--- config.mk ---
export PLATFORM = sky130hd
export DESIGN_NAME = lvds_tx_arbiter_flat
export DESIGN_NICKNAME = d
export VERILOG_FILES = /design/src/rtl/lvds_tx_arbiter_if.sv /design/src/rtl/lvds_tx_arbiter.sv /design/src/flat_wrapper.sv
export SDC_FILE = /design/constraint.sdc
export NUM_CORES = 1
export LEC_CHECK = 0
export BUFFER_PORTS_ARGS = -buffer_cell sky130_fd_sc_hd__clkbuf_2
export CELL_PAD_IN_SITES_DETAIL_PLACEMENT = 0
export CELL_PAD_IN_SITES_GLOBAL_PLACEMENT = 1
export CORE_MARGIN = 2
export CORE_UTILIZATION = 42
export DETAILED_ROUTE_END_ITERATION = 8
export HOLD_SLACK_MARGIN = 0.06
export PLACE_DENSITY_LB_ADDON = 0.2
export SETUP_SLACK_MARGIN = 0.4
export SLEW_MARGIN = 20
export SYNTH_ARGS = -nofsm -noshare
export SYNTH_HDL_FRONTEND = slang
export SYNTH_SLANG_ARGS = --single-unit
--- constraint.sdc ---
create_clock -name tx_inclock -period 3 [get_ports tx_inclock]
set_input_delay 0.3 -clock tx_inclock [delete_from_list [all_inputs] [get_ports tx_inclock]]
set_output_delay 0.3 -clock tx_inclock [all_outputs]
set_load 0.005 [all_outputs]
--- src/rtl/lvds_tx_arbiter_if.sv ---
// lvds_tx_arbiter_if -- requester and serializer handshake bundle for the
// LVDS transmit arbiter.
//
// Signals:
//   req_data_k  [28:0]  requester k payload
//   req_EN_k            requester k enqueue strobe
//   req_RDY_k           requester k slot free
//   enq_tx      [31:0]  word offered to the serializer ({valid, src_id, data})
//   RDY_enq_tx          enq_tx valid and may be taken
//   EN_enq_tx           serializer take strobe
//
// Modports: master = requesters + serializer side, slave = arbiter side.
interface lvds_tx_arbiter_if;
  logic [28:0] req_data_0;
  logic [28:0] req_data_1;
  logic [28:0] req_data_2;
  logic [28:0] req_data_3;
  logic        req_EN_0;
  logic        req_EN_1;
  logic        req_EN_2;
  logic        req_EN_3;
  logic        req_RDY_0;
  logic        req_RDY_1;
  logic        req_RDY_2;
  logic        req_RDY_3;
  logic [31:0] enq_tx;
  logic        RDY_enq_tx;
  logic        EN_enq_tx;

  modport master (
    output req_data_0, req_data_1, req_data_2, req_data_3,
    output req_EN_0, req_EN_1, req_EN_2, req_EN_3,
    output EN_enq_tx,
    input  req_RDY_0, req_RDY_1, req_RDY_2, req_RDY_3,
    input  enq_tx, RDY_enq_tx
  );

  modport slave (
    input  req_data_0, req_data_1, req_data_2, req_data_3,
    input  req_EN_0, req_EN_1, req_EN_2, req_EN_3,
    input  EN_enq_tx,
    output req_RDY_0, req_RDY_1, req_RDY_2, req_RDY_3,
    output enq_tx, RDY_enq_tx
  );
endinterface

--- src/rtl/lvds_tx_arbiter.sv ---
// lvds_tx_arbiter -- four one-entry request slots arbitrated round-robin onto
// a single output register that feeds the LVDS serializer.
//
// Ports:
//   tx_inclock  sole clock, rising edge
//   reset_n     synchronous active-low reset
//   link_up     PLL locked and far end ready; gates grants and RDY_enq_tx
//   bus         lvds_tx_arbiter_if.slave (requester slots + serializer handshake)
//   word_count  accepted-word counter, wraps modulo 2^16
//   stall       offered word has waited STALL_LIMIT or more cycles
//   overflow    sticky per-requester write-while-full flags
module lvds_tx_arbiter #(
  parameter int unsigned STALL_LIMIT = 255
) (
  input  logic               tx_inclock,
  input  logic               reset_n,
  input  logic               link_up,
  lvds_tx_arbiter_if.slave   bus,
  output logic [15:0]        word_count,
  output logic               stall,
  output logic [3:0]         overflow
);

  typedef enum logic {IDLE = 1'b0, HOLD = 1'b1} state_t;

  // Stall counter is at least 8 bits and grows if the limit needs more.
  localparam int unsigned         STALL_W      = (STALL_LIMIT > 255) ? $clog2(STALL_LIMIT + 1) : 8;
  localparam logic [STALL_W-1:0]  STALL_THRESH = STALL_W'(STALL_LIMIT);

  logic [3:0]         req_en;
  logic [28:0]        req_data [4];
  state_t             state, state_next;
  logic [1:0]         ptr;
  logic [3:0]         full;
  logic [28:0]        slot_data [4];
  logic [31:0]        out_word;
  logic [15:0]        word_cnt;
  logic [STALL_W-1:0] stall_cnt;
  logic               any_full;
  logic [1:0]         grant_idx;
  logic [1:0]         cand;
  logic               grant;
  logic               rdy;
  logic               accept;

  assign req_en      = {bus.req_EN_3, bus.req_EN_2, bus.req_EN_1, bus.req_EN_0};
  assign req_data[0] = bus.req_data_0;
  assign req_data[1] = bus.req_data_1;
  assign req_data[2] = bus.req_data_2;
  assign req_data[3] = bus.req_data_3;

  assign rdy    = (state == HOLD) && link_up;
  assign accept = rdy && bus.EN_enq_tx;

  // First full slot at or after ptr, wrapping modulo 4.
  always_comb begin : pick
    // NOTE: every variable gets a default before any branch so no latch is inferred.
    any_full  = 1'b0;
    grant_idx = ptr;
    cand      = ptr;
    for (int i = 0; i < 4; i++) begin
      cand = ptr + 2'(i);
      if (!any_full && full[cand]) begin
        any_full  = 1'b1;
        grant_idx = cand;
      end
    end
  end

  always_comb begin : fsm_next
    state_next = state;
    grant      = 1'b0;
    case (state)
      IDLE: if (link_up && any_full) begin
        grant      = 1'b1;
        state_next = HOLD;
      end
      HOLD: if (accept) state_next = IDLE;
      default: state_next = IDLE;
    endcase
  end

  always_ff @(posedge tx_inclock) begin : fsm_reg
    // NOTE: sequential state uses non-blocking assignment so all registers update from pre-edge values.
    if (!reset_n) state <= IDLE;
    else          state <= state_next;
  end

  always_ff @(posedge tx_inclock) begin : out_reg
    if (!reset_n) begin
      ptr      <= 2'd0;
      out_word <= 32'h0;
    end else if (grant) begin
      ptr      <= grant_idx + 2'd1;
      out_word <= {1'b1, grant_idx, slot_data[grant_idx]};
    end
  end

  // A write to a full slot (including one being granted this cycle) is
  // dropped and flagged; the grant still empties the slot.
  always_ff @(posedge tx_inclock) begin : slot_ctrl
    if (!reset_n) begin
      full     <= 4'h0;
      overflow <= 4'h0;
    end else begin
      for (int k = 0; k < 4; k++) begin
        if (req_en[k] && full[k]) overflow[k] <= 1'b1;
        if (req_en[k] && !full[k])               full[k] <= 1'b1;
        else if (grant && grant_idx == 2'(k))    full[k] <= 1'b0;
      end
    end
  end

  // NOTE: slot payloads are not reset; full[] alone decides whether they are meaningful.
  always_ff @(posedge tx_inclock) begin : slot_store
    for (int k = 0; k < 4; k++) begin
      if (req_en[k] && !full[k]) slot_data[k] <= req_data[k];
    end
  end

  always_ff @(posedge tx_inclock) begin : count_reg
    if (!reset_n)    word_cnt <= 16'h0;
    else if (accept) word_cnt <= word_cnt + 16'd1;
  end

  // Counts cycles the word is offered but not taken; holds while link is down.
  always_ff @(posedge tx_inclock) begin : stall_reg
    if (!reset_n || state == IDLE || accept) stall_cnt <= '0;
    else if (rdy && stall_cnt != '1)         stall_cnt <= stall_cnt + 1'b1;
  end

  assign stall          = (stall_cnt >= STALL_THRESH);
  assign word_count     = word_cnt;
  assign bus.enq_tx     = (state == HOLD) ? out_word : 32'h0;
  assign bus.RDY_enq_tx = rdy;
  assign bus.req_RDY_0  = ~full[0];
  assign bus.req_RDY_1  = ~full[1];
  assign bus.req_RDY_2  = ~full[2];
  assign bus.req_RDY_3  = ~full[3];

endmodule

--- src/flat_wrapper.sv ---
// flat-port wrapper written by rule: the top's interface ports become plain ports
module lvds_tx_arbiter_flat 
#(
  parameter int unsigned STALL_LIMIT = 255
)
  (tx_inclock, reset_n, link_up, word_count, stall, overflow, bus_req_data_0, bus_req_data_1, bus_req_data_2, bus_req_data_3, bus_req_EN_0, bus_req_EN_1, bus_req_EN_2, bus_req_EN_3, bus_EN_enq_tx, bus_req_RDY_0, bus_req_RDY_1, bus_req_RDY_2, bus_req_RDY_3, bus_enq_tx, bus_RDY_enq_tx);
  lvds_tx_arbiter_if bus_i ();
  input  logic tx_inclock;
  input  logic reset_n;
  input  logic link_up;
  output logic [15:0] word_count;
  output logic stall;
  output logic [3:0] overflow;
  input wire logic [$bits(bus_i.req_data_0)-1:0] bus_req_data_0;
  input wire logic [$bits(bus_i.req_data_1)-1:0] bus_req_data_1;
  input wire logic [$bits(bus_i.req_data_2)-1:0] bus_req_data_2;
  input wire logic [$bits(bus_i.req_data_3)-1:0] bus_req_data_3;
  input wire logic [$bits(bus_i.req_EN_0)-1:0] bus_req_EN_0;
  input wire logic [$bits(bus_i.req_EN_1)-1:0] bus_req_EN_1;
  input wire logic [$bits(bus_i.req_EN_2)-1:0] bus_req_EN_2;
  input wire logic [$bits(bus_i.req_EN_3)-1:0] bus_req_EN_3;
  input wire logic [$bits(bus_i.EN_enq_tx)-1:0] bus_EN_enq_tx;
  output wire logic [$bits(bus_i.req_RDY_0)-1:0] bus_req_RDY_0;
  output wire logic [$bits(bus_i.req_RDY_1)-1:0] bus_req_RDY_1;
  output wire logic [$bits(bus_i.req_RDY_2)-1:0] bus_req_RDY_2;
  output wire logic [$bits(bus_i.req_RDY_3)-1:0] bus_req_RDY_3;
  output wire logic [$bits(bus_i.enq_tx)-1:0] bus_enq_tx;
  output wire logic [$bits(bus_i.RDY_enq_tx)-1:0] bus_RDY_enq_tx;
  assign bus_i.req_data_0 = bus_req_data_0;
  assign bus_i.req_data_1 = bus_req_data_1;
  assign bus_i.req_data_2 = bus_req_data_2;
  assign bus_i.req_data_3 = bus_req_data_3;
  assign bus_i.req_EN_0 = bus_req_EN_0;
  assign bus_i.req_EN_1 = bus_req_EN_1;
  assign bus_i.req_EN_2 = bus_req_EN_2;
  assign bus_i.req_EN_3 = bus_req_EN_3;
  assign bus_i.EN_enq_tx = bus_EN_enq_tx;
  assign bus_req_RDY_0 = bus_i.req_RDY_0;
  assign bus_req_RDY_1 = bus_i.req_RDY_1;
  assign bus_req_RDY_2 = bus_i.req_RDY_2;
  assign bus_req_RDY_3 = bus_i.req_RDY_3;
  assign bus_enq_tx = bus_i.enq_tx;
  assign bus_RDY_enq_tx = bus_i.RDY_enq_tx;
  lvds_tx_arbiter #(.STALL_LIMIT(STALL_LIMIT)) u_core (.tx_inclock(tx_inclock), .reset_n(reset_n), .link_up(link_up), .bus(bus_i), .word_count(word_count), .stall(stall), .overflow(overflow));
endmodule
==> results.toml, run 1 <==
[drt]
firstDrtPassIters = 5
ant_nets = 0
drt-wirelength-per-cell_um = 18.5
routed_wl_um = 21700
post-route-drc-count = 0
vias = 6281
via_per_inst = 5.35
drt_iter0_markers = 438

[timing]
min_period_ns = 2.43
period_share = 0.809
hold_viol = 0
rsz0062_at_grt = "false"
tightest_slew_ns = 1.04
max_freq_ghz = 0.412
slew_violations = 0
setup_ws_ns = 0.574
relSlewSlack = 0.308
setup-violations-final = 0
clock_skew_ns = 0.0100
fin_tns_setup_ns = 0

[run]
cap_violations = 0

[placed_design]
io_buffers = 181
dp_hpwl_um = 13700
gp_congestion = 0.820
dp.cells = 1039
dpl_worst_slack_ns = 0.530

[grt]
grt_pass1_wl_um = 33800
busiest_layer = "met2"
antenna_found_initial = 0
grt_pass1_vias = 6355
grt.overflow.total = 0
met1_usage = 0.291
grtUsageMet3 = 0.0383
grt_max_degree = 38
grt_usage = 0.226
met2_usage = 0.384

[finish]
final.fill_count = 1512
most-common-layout-cells = "clkbuf_2 (181), edfxtp_1 (116), dlygate4sd3_1 (103)"
drive_gt1_frac = 0.266
syn2layout_area_growth_pct = 36.0
fin_nets = 1058
final_cell_count_no_fill = 1174
final_common_cell = "clkbuf_2"
antenna_cells = 0

[clock_network]
cts_setup_buffers = 0
numCtsBuffers = 17
tritoncts = "done"
clock_latency_ns = 0.43
clock_path_buffers = 2
htree_levels = 4
clock_tree.root_cell = "clkbuf_16"
cts_num_sinks = 183
path_clk_slew_ns = 0.06

[setup_path]
worstPathArrival_ns = 2.74
rr_endpoint = "u_core.out_word[9]"
worst_setup_path_end_kind = "flop"
rrSetupSlack_ns = 0.57
cp.required_ns = 3.32
r2r_start = "u_core.full[3]"
worstSetupPathType = "reg -> reg"
crit_fanout = 34
crit_end = "u_core.out_word[9]"
crit_start = "u_core.full[3]"
startpoint_type = "flop"
r2r_cells = 7

[synthesis]
synthArstFlopShare = 0
syn_area_um2 = 7610
synth_cells = 671
syn_avg_cell_area_um2 = 11.3
synth_nets = 797
synthDistinctLibCells = 46
synth_warnings = 0
seq_area_frac_synth = 0.634
synth_edf_count = 116
synth_top_flop_cell = "edfxtp_1"
synth-seq-cells = 183

[power]
p_per_area_nw_per_um2 = 594
p_leak_uw = 0.00434
peakVddDrop_uv = 433

[floorplanning]
fp.dieH_um = 139
row_count = 49
ios = 182
initial_utilization = 0.425
coreArea_um2 = 17900
dieArea_um2 = 19200
die_w_um = 139

[outcome]
status = "complete, no violations"

[hold_path]
min_path_type = "in -> reg"
-- cell type report --
class                      instances  area, um2  share of cell area
clock inverter                    12        118              0.0114
multi-input combinational        426       2610               0.252
tap                              229        287              0.0277
sequential                       183       4820               0.466
clock buffer                      20        457              0.0441
inverter                           7       26.3             0.00254
timing repair buffer             297       2030               0.196
-- stage by stage --
stage                     instance area (um2)  hold slack (ns)   util  power, uW
after global placement                   8730            0.444  0.488       3890
after global routing                    10400           0.0550  0.579       6400
after CTS                               10300           0.0623  0.576       6180
final                                   10400           0.0748  0.579       6150
after floorplan                          7610            0.399      -       3550
after detailed placement                 8730            0.451  0.488       3910
-- cell families (layout without fill, tap and decap cells) --
| family | Yosys count | after routing | synth area share |
|---|---|---|---|
| xor+xnor | 18 | 18 | 0.0207 |
| flops | 183 | 183 | 0.634 |
| mux | 1 | 1 | 0.00131 |
| compound gates | 156 | 156 | 0.139 |
| buf+inv | 62 | 336 | 0.0342 |
| fa+ha+maj | 2 | 2 | 0.00329 |
| simple gates | 249 | 249 | 0.168 |
-- state kept, by name, summed over array words and instances (netlist names) --
signal / flops
u_core.slot_data: 116
u_core.stall_cnt: 8
u_core.out_word: 32
u_core.word_count: 16
u_core.overflow: 4
u_core.full: 4
u_core.ptr: 2
u_core.state: 1
-- synth_stat cells, types with 5 or more instances --
library cell	count	area share
o21ai_0	40	0.026
dfxtp_1	67	0.18
nor2_1	31	0.015
and2_1	35	0.029
or3_1	5	0.0041
inv_1	7	0.0035
o31ai_1	29	0.029
nand2_1	78	0.038
nor2b_1	6	0.0049
nor3_1	10	0.0066
and3_1	33	0.027
nand3_1	6	0.0039
xor2_1	6	0.0069
nand4_1	33	0.027
clkbuf_1	43	0.021
buf_2	7	0.0046
a21oi_1	32	0.021
xnor2_1	12	0.014
a21oi_2	10	0.012
edfxtp_1	116	0.46
a211o_1	30	0.035
-- power by group --
part           switching, uW  internal (uW)  total, uW
clock network            975           1200       2180
registers                100           2890       2990
logic                    582            398        980
-- critical path, stage by stage, from the launching register on --
cell,delay (ns)
dfxtp_1,0.46
nor4_2,0.41
or3b_1,0.22
buf_4,0.38
a211o_1,0.18
buf_4,0.25
a21oi_1,0.09
a211o_1,0.28
-- worst min path at each step --
stage | start | end | slack, ns | cells past startpoint
finish | bus_req_data_3[4] | u_core.slot_data[3][4] | 0.07 | 1
CTS | bus_req_data_0[16] | u_core.slot_data[0][16] | 0.06 | 1
global placement | u_core.out_word[29] | u_core.out_word[29] | 0.44 | 2
global route | bus_req_data_3[4] | u_core.slot_data[3][4] | 0.06 | 1
floorplan | bus_req_data_0[0] | u_core.slot_data[0][0] | 0.40 | 0
detailed placement | u_core.out_word[29] | u_core.out_word[29] | 0.45 | 2
-- metal layers --
metal  vias up  routed length (um)  share of wire
li1       2989                   -              -
met1      3033                9340           0.43
met2       229               10900           0.50
met3        30                1140          0.053
met4         0                 396          0.018
met5         -                   0              0
-- timing repair --
| item | 4_1_cts | 5_1_grt |
|---|---|---|
| setup endpoints to repair | 0 | 15 |
| endpoints found under the hold margin | 100 | 3 |
| hold buffers | 100 | 3 |
| gates resized for setup | 0 | 2 |
Note: power is estimated with default switching activity, not from simulation.
==> run 2: changes to the inputs <==
Clock period 3 ns to 2.43 ns, I/O delays scaled along.
==> run 2 against run 1 <==
Cell area increased by 5.5%; sequential power is 23% higher; critical path depth is the same; sequential cell count is the same; final cell count is 2.9% higher; utilization increased by 3.2 points.
==> results.toml, run 2 (synthesis results as in run 1) <==
[placed_design]
dpl_worst_slack_ns = 0.227
dp_hpwl_um = 14100
dp.cells = 1051
io_buffers = 181
gp_congestion = 0.814

[floorplanning]
row_count = 49
dieArea_um2 = 19200
fp.dieH_um = 139
ios = 182
initial_utilization = 0.425
die_w_um = 139
coreArea_um2 = 17900

[finish]
regArea_um2 = 4830
multi_input_area_um2 = 2790
fin_nets = 1092
syn2layout_area_growth_pct = 43.5
utilization = 0.610
final_common_cell = "clkbuf_2"
regMostFlops = "u_core.slot_data"
final.fill_count = 1459
drive_gt1_frac = 0.307
antenna_cells = 0
largest_reg_flops = 116
most-common-layout-cells = "clkbuf_2 (181), dlygate4sd3_1 (116), edfxtp_1 (116)"
final_cell_count_no_fill = 1208

[setup_path]
crit_chain = "buf_8, nor2b_4, or4_4, a211o_4, buf_12, a21oi_1, a211o_1"
worst_setup_path_end_kind = "flop"
worstSetupPathType = "reg -> reg"
max_stage_delay_ns = 0.53
rr_endpoint = "u_core.out_word[17]"
slowest_stage = "or4_4"
cp.required_ns = 2.80
startpoint_type = "flop"
r2r_start = "u_core.full[0]"
crit_fanout = 9
crit_end = "u_core.out_word[17]"
r2r_cells = 7
rrSetupSlack_ns = 0.41
worstPathArrival_ns = 2.39
crit_start = "u_core.full[0]"

[timing]
tightest_slew_ns = 0.760
setup-violations-final = 0
clock_skew_ns = 0.0108
relSlewSlack = 0.492
slew_violations = 0
setup_ws_ns = 0.414
max_freq_ghz = 0.496
hold_viol = 0
fin_tns_setup_ns = 0
rsz0062_at_grt = "true"
min_period_ns = 2.02
period_share = 0.829

[grt]
grt_pass1_vias = 6486
grt_usage = 0.232
met1_usage = 0.296
grt.overflow.total = 0
busiest_layer = "met2"
grtUsageMet3 = 0.0528
grt_pass1_wl_um = 35000
grt_max_degree = 38
met2_usage = 0.398
antenna_found_initial = 0

[clock_network]
cts_num_sinks = 183
path_clk_slew_ns = 0.06
clock_tree.root_cell = "clkbuf_16"
clock_path_buffers = 2
numCtsBuffers = 17
clock_latency_ns = 0.43
tritoncts = "done"
htree_levels = 4

[drt]
firstDrtPassIters = 5
drt_iter0_markers = 432
post-route-drc-count = 0
vias = 6416
drt-wirelength-per-cell_um = 18.8
ant_nets = 0
via_per_inst = 5.31
routed_wl_um = 22700

[hold_path]
min_from = "bus_req_EN_2"
min_path_type = "in -> reg"

[power]
p_per_area_nw_per_um2 = 705
peakVddDrop_uv = 515
p_leak_uw = 0.00454

[outcome]
status = "complete, no violations"

[run]
cap_violations = 0
-- run 2: changes by cell type in the layout (fill, tap and decap cells not counted), sizes merged --
cell,before,now
dlygate4sd3,103,116
clkbuf,201,204
inv,11,9
buf,13,32
clkinvlp,1,2
-- run 2: report_power, final --
| group | internal (uW) | switching, uW |
|---|---|---|
| Combinational | 625 | 802 |
| Sequential | 3570 | 108 |
| Clock | 1420 | 1180 |
| Total | 5610 | 2090 |
-- run 2: area by class of cell --
class,instances,share of cell area
repair buffers,331,0.224
multi-input cells,426,0.255
clock inverters,11,0.00939
flip-flops and latches,183,0.442
clock buffers,21,0.0403
well taps,229,0.0262
inverters,7,0.00240
-- run 2: critical path, delay by kind of cell (launching register included) --
kind	cells	cell delay (ns)
flops	1	0.33
buf+inv	2	0.30
compound gates	3	0.67
simple gates	2	0.66
-- run 2: worst min path at each step --
stage / end / cells past startpoint
after global placement: u_core.slot_data[3][16] / 1
after CTS: u_core.overflow[0] / 3
final: u_core.overflow[2] / 3
after global routing: u_core.overflow[2] / 3
after detailed placement: u_core.slot_data[3][11] / 1
after floorplan: u_core.slot_data[0][0] / 0
-- run 2: repair_timing --
action | 4_1_cts | 5_1_grt
setup buffers | 0 | 7
pin swaps | 0 | 5
endpoints found under the hold margin | 116 | 0
cloned | 0 | 2
resized for setup | 13 | 43
endpoints found under the setup margin | 34 | 31
hold buffers | 116 | 0
-- run 2: stage by stage --
step,power (uW),hold WS [ns],instance area (um2)
CTS,7610,0.0819,10600
finish,7700,0.0938,10900
floorplan,4380,0.342,7620
detailed placement,4870,0.422,8870
global placement,4850,0.420,8860
global route,8010,0.0902,10900
-- run 2: routing by layer --
layer	vias to the layer above	wire (um)
li1	3057	-
met1	3101	9620
met2	232	11400
met3	26	1310
met4	0	420
met5	-	0
==> run 3: changes to the inputs <==
Settings changed: CORE_UTILIZATION 42 to 38.
Clock period 2.43 ns to 1.6 ns, I/O delays scaled along.
==> run 3 against run 2 <==
The run now ends with negative setup slack left; via count is 7.7% higher; sequential cell count is the same; hold slack better by 0.0045 ns; clock skew shrank 0.0016 ns; sequential power increased by 52%; clock-buffer cell count stayed put; register-to-register slack worse by 0.76 ns; sequential share of layout area shrank 5.7 points; die area grew 10%; final cell count rose by 9.3%; critical path depth increased by 1; wire length rose by 13%; critical path type unchanged.
==> results.toml, run 3 (synthesis results as in run 1) <==
[hold_path]
min_delay_path_depth = 3
min_path_type = "in -> reg"

[power]
internal_power_uw = 9420
p_switching_uw = 3500
p_per_area_nw_per_um2 = 1020
p_comb_frac = 0.227
fin_total_pwr_uw = 12900
p_leak_uw = 0.00530
clkPwrFrac = 0.340
sw_frac_of_total = 0.271
seqPwrFrac = 0.433
peakVddDrop_uv = 905

[setup_path]
crit_chain = "buf_8, nand2b_2, buf_4, a21bo_2, buf_12, nand4_1, a21oi_4, a211o_1"
max_stage_delay_ns = 0.37
startpoint_type = "flop"
r2r_cells = 8
worstSetupPathType = "reg -> reg"
slowest_stage = "dfxtp_4"
worst_setup_path_end_kind = "flop"
cp.required_ns = 1.92
crit_fanout = 19
worstPathArrival_ns = 2.27

[drt]
ant_nets = 0
drt_iter0_markers = 337
drt-wirelength-per-cell_um = 19.4
routed_wl_um = 25600
via_per_inst = 5.23
firstDrtPassIters = 5
post-route-drc-count = 0
vias = 6909

[grt]
grt_pass1_vias = 7095
grt.overflow.total = 0
antenna_found_initial = 0
grt_max_degree = 38
grt_pass1_wl_um = 38100
grt_usage = 0.231

[timing]
clock_skew_ns = 0.00916
hold_viol = 0
rsz0062_at_grt = "true"
fin_tns_setup_ns = -10.59
tightest_slew_ns = 0.736
min_period_ns = 1.94
max_freq_ghz = 0.515
slew_violations = 0
period_share = 1.21
hold_ws_ns = 0.0983
relSlewSlack = 0.508
setup-violations-final = 46
setup_ws_ns = -0.343

[floorplanning]
die_w_um = 146
coreArea_um2 = 19600
ios = 182
initial_utilization = 0.389
row_count = 51
dieArea_um2 = 21200
fp.dieH_um = 146

[clock_network]
path_clk_slew_ns = 0.06
clock_latency_ns = 0.44
cts_num_sinks = 183
clock_path_buffers = 2
tritoncts = "done"
htree_levels = 4
numCtsBuffers = 17
clock_tree.root_cell = "clkbuf_16"

[finish]
regMostFlops = "u_core.slot_data"
final_common_cell = "clkbuf_2"
utilization = 0.644
fin_nets = 1168
antenna_cells = 0
largest_reg_flops = 116
final.fill_count = 1521
syn2layout_area_growth_pct = 65.7
drive_gt1_frac = 0.458
most-common-layout-cells = "clkbuf_2 (162), dlygate4sd3_1 (119), edfxtp_1 (116)"

[placed_design]
gp_congestion = 0.793
dp_hpwl_um = 14900
io_buffers = 181

[outcome]
violations = "negative setup slack"
status = "finished with violations"

[run]
cap_violations = 0
-- run 3: cell types whose count changed in the layout (fill, tap and decap cells not counted), moves of 15 or more --
| cell | before | now |
|---|---|---|
| buf_6 | 3 | 39 |
| and2_1 | 35 | 1 |
| and2_4 | 0 | 33 |
| buf_4 | 22 | 50 |
| clkbuf_2 | 181 | 162 |
| buf_12 | 6 | 22 |
| o31ai_1 | 25 | 10 |
| o31ai_2 | 4 | 19 |
-- run 3: cell type report --
| type | count | area, um2 | area share |
|---|---|---|---|
| flip-flops and latches | 183 | 4850 | 0.385 |
| repair buffers | 405 | 3550 | 0.282 |
| multi-input cells | 428 | 3220 | 0.256 |
| clock buffers | 21 | 482 | 0.0382 |
| well taps | 265 | 332 | 0.0263 |
| clock inverters | 11 | 136 | 0.0108 |
| inverters | 7 | 31.3 | 0.00248 |
-- run 3: metrics by stage --
step	worst slack [ns]	instances	instance area (um2)
after floorplan	-0.206	671	7870
after global placement	-0.485	1115	9360
after detailed placement	-0.540	1115	9360
after CTS	-0.306	1300	12000
after global routing	-0.384	1320	12600
final	-0.343	1320	12600
-- run 3: path summary, 6_finish.rpt --
path | startpoint | end | slack, ns
setup / recovery | u_core.full[3] | u_core.out_word[26] | -0.34
hold / removal | bus_req_EN_2 | u_core.overflow[2] | 0.1
setup reg to reg | u_core.full[3] | u_core.out_word[26] | -0.34
hold reg to reg | u_core.overflow[1] | u_core.overflow[1] | 0.47
-- run 3: per-layer routing --
metal | vias to the layer above | track usage | wire [um]
li1 | 3221 | - | -
met1 | 3384 | 0.285 | 10500
met2 | 267 | 0.410 | 13300
met3 | 37 | 0.0404 | 1330
met4 | 0 | 0.0804 | 493
met5 | - | 0 | 0
-- run 3: power groups by stage --
stage | Clock (uW) | Sequential [uW] | Combinational, uW
CTS | 4430 | 5580 | 2660
global placement | 0 | 5650 | 1960
detailed placement | 0 | 5650 | 2000
floorplan | 0 | 5610 | 1120
finish | 4390 | 5590 | 2930
global route | 4660 | 5620 | 3130
-- run 3: timing repair --
item                       4_1_cts  5_1_grt
hold buffers                   119        0
pin swaps                       32       17
setup buffers                   27       15
cloned                           7        5
gates resized for setup        126       73
hold endpoints to repair       121        0
setup endpoints to repair      180      150
-- run 3: worst max-delay path, delay by kind of cell, from the launching register on --
family / cells / cell delay, ns
and+or+nand+nor: 2 / 0.38
AOI/OAI and AO/OA: 3 / 0.60
buffers and inverters: 3 / 0.47
DFF: 1 / 0.37
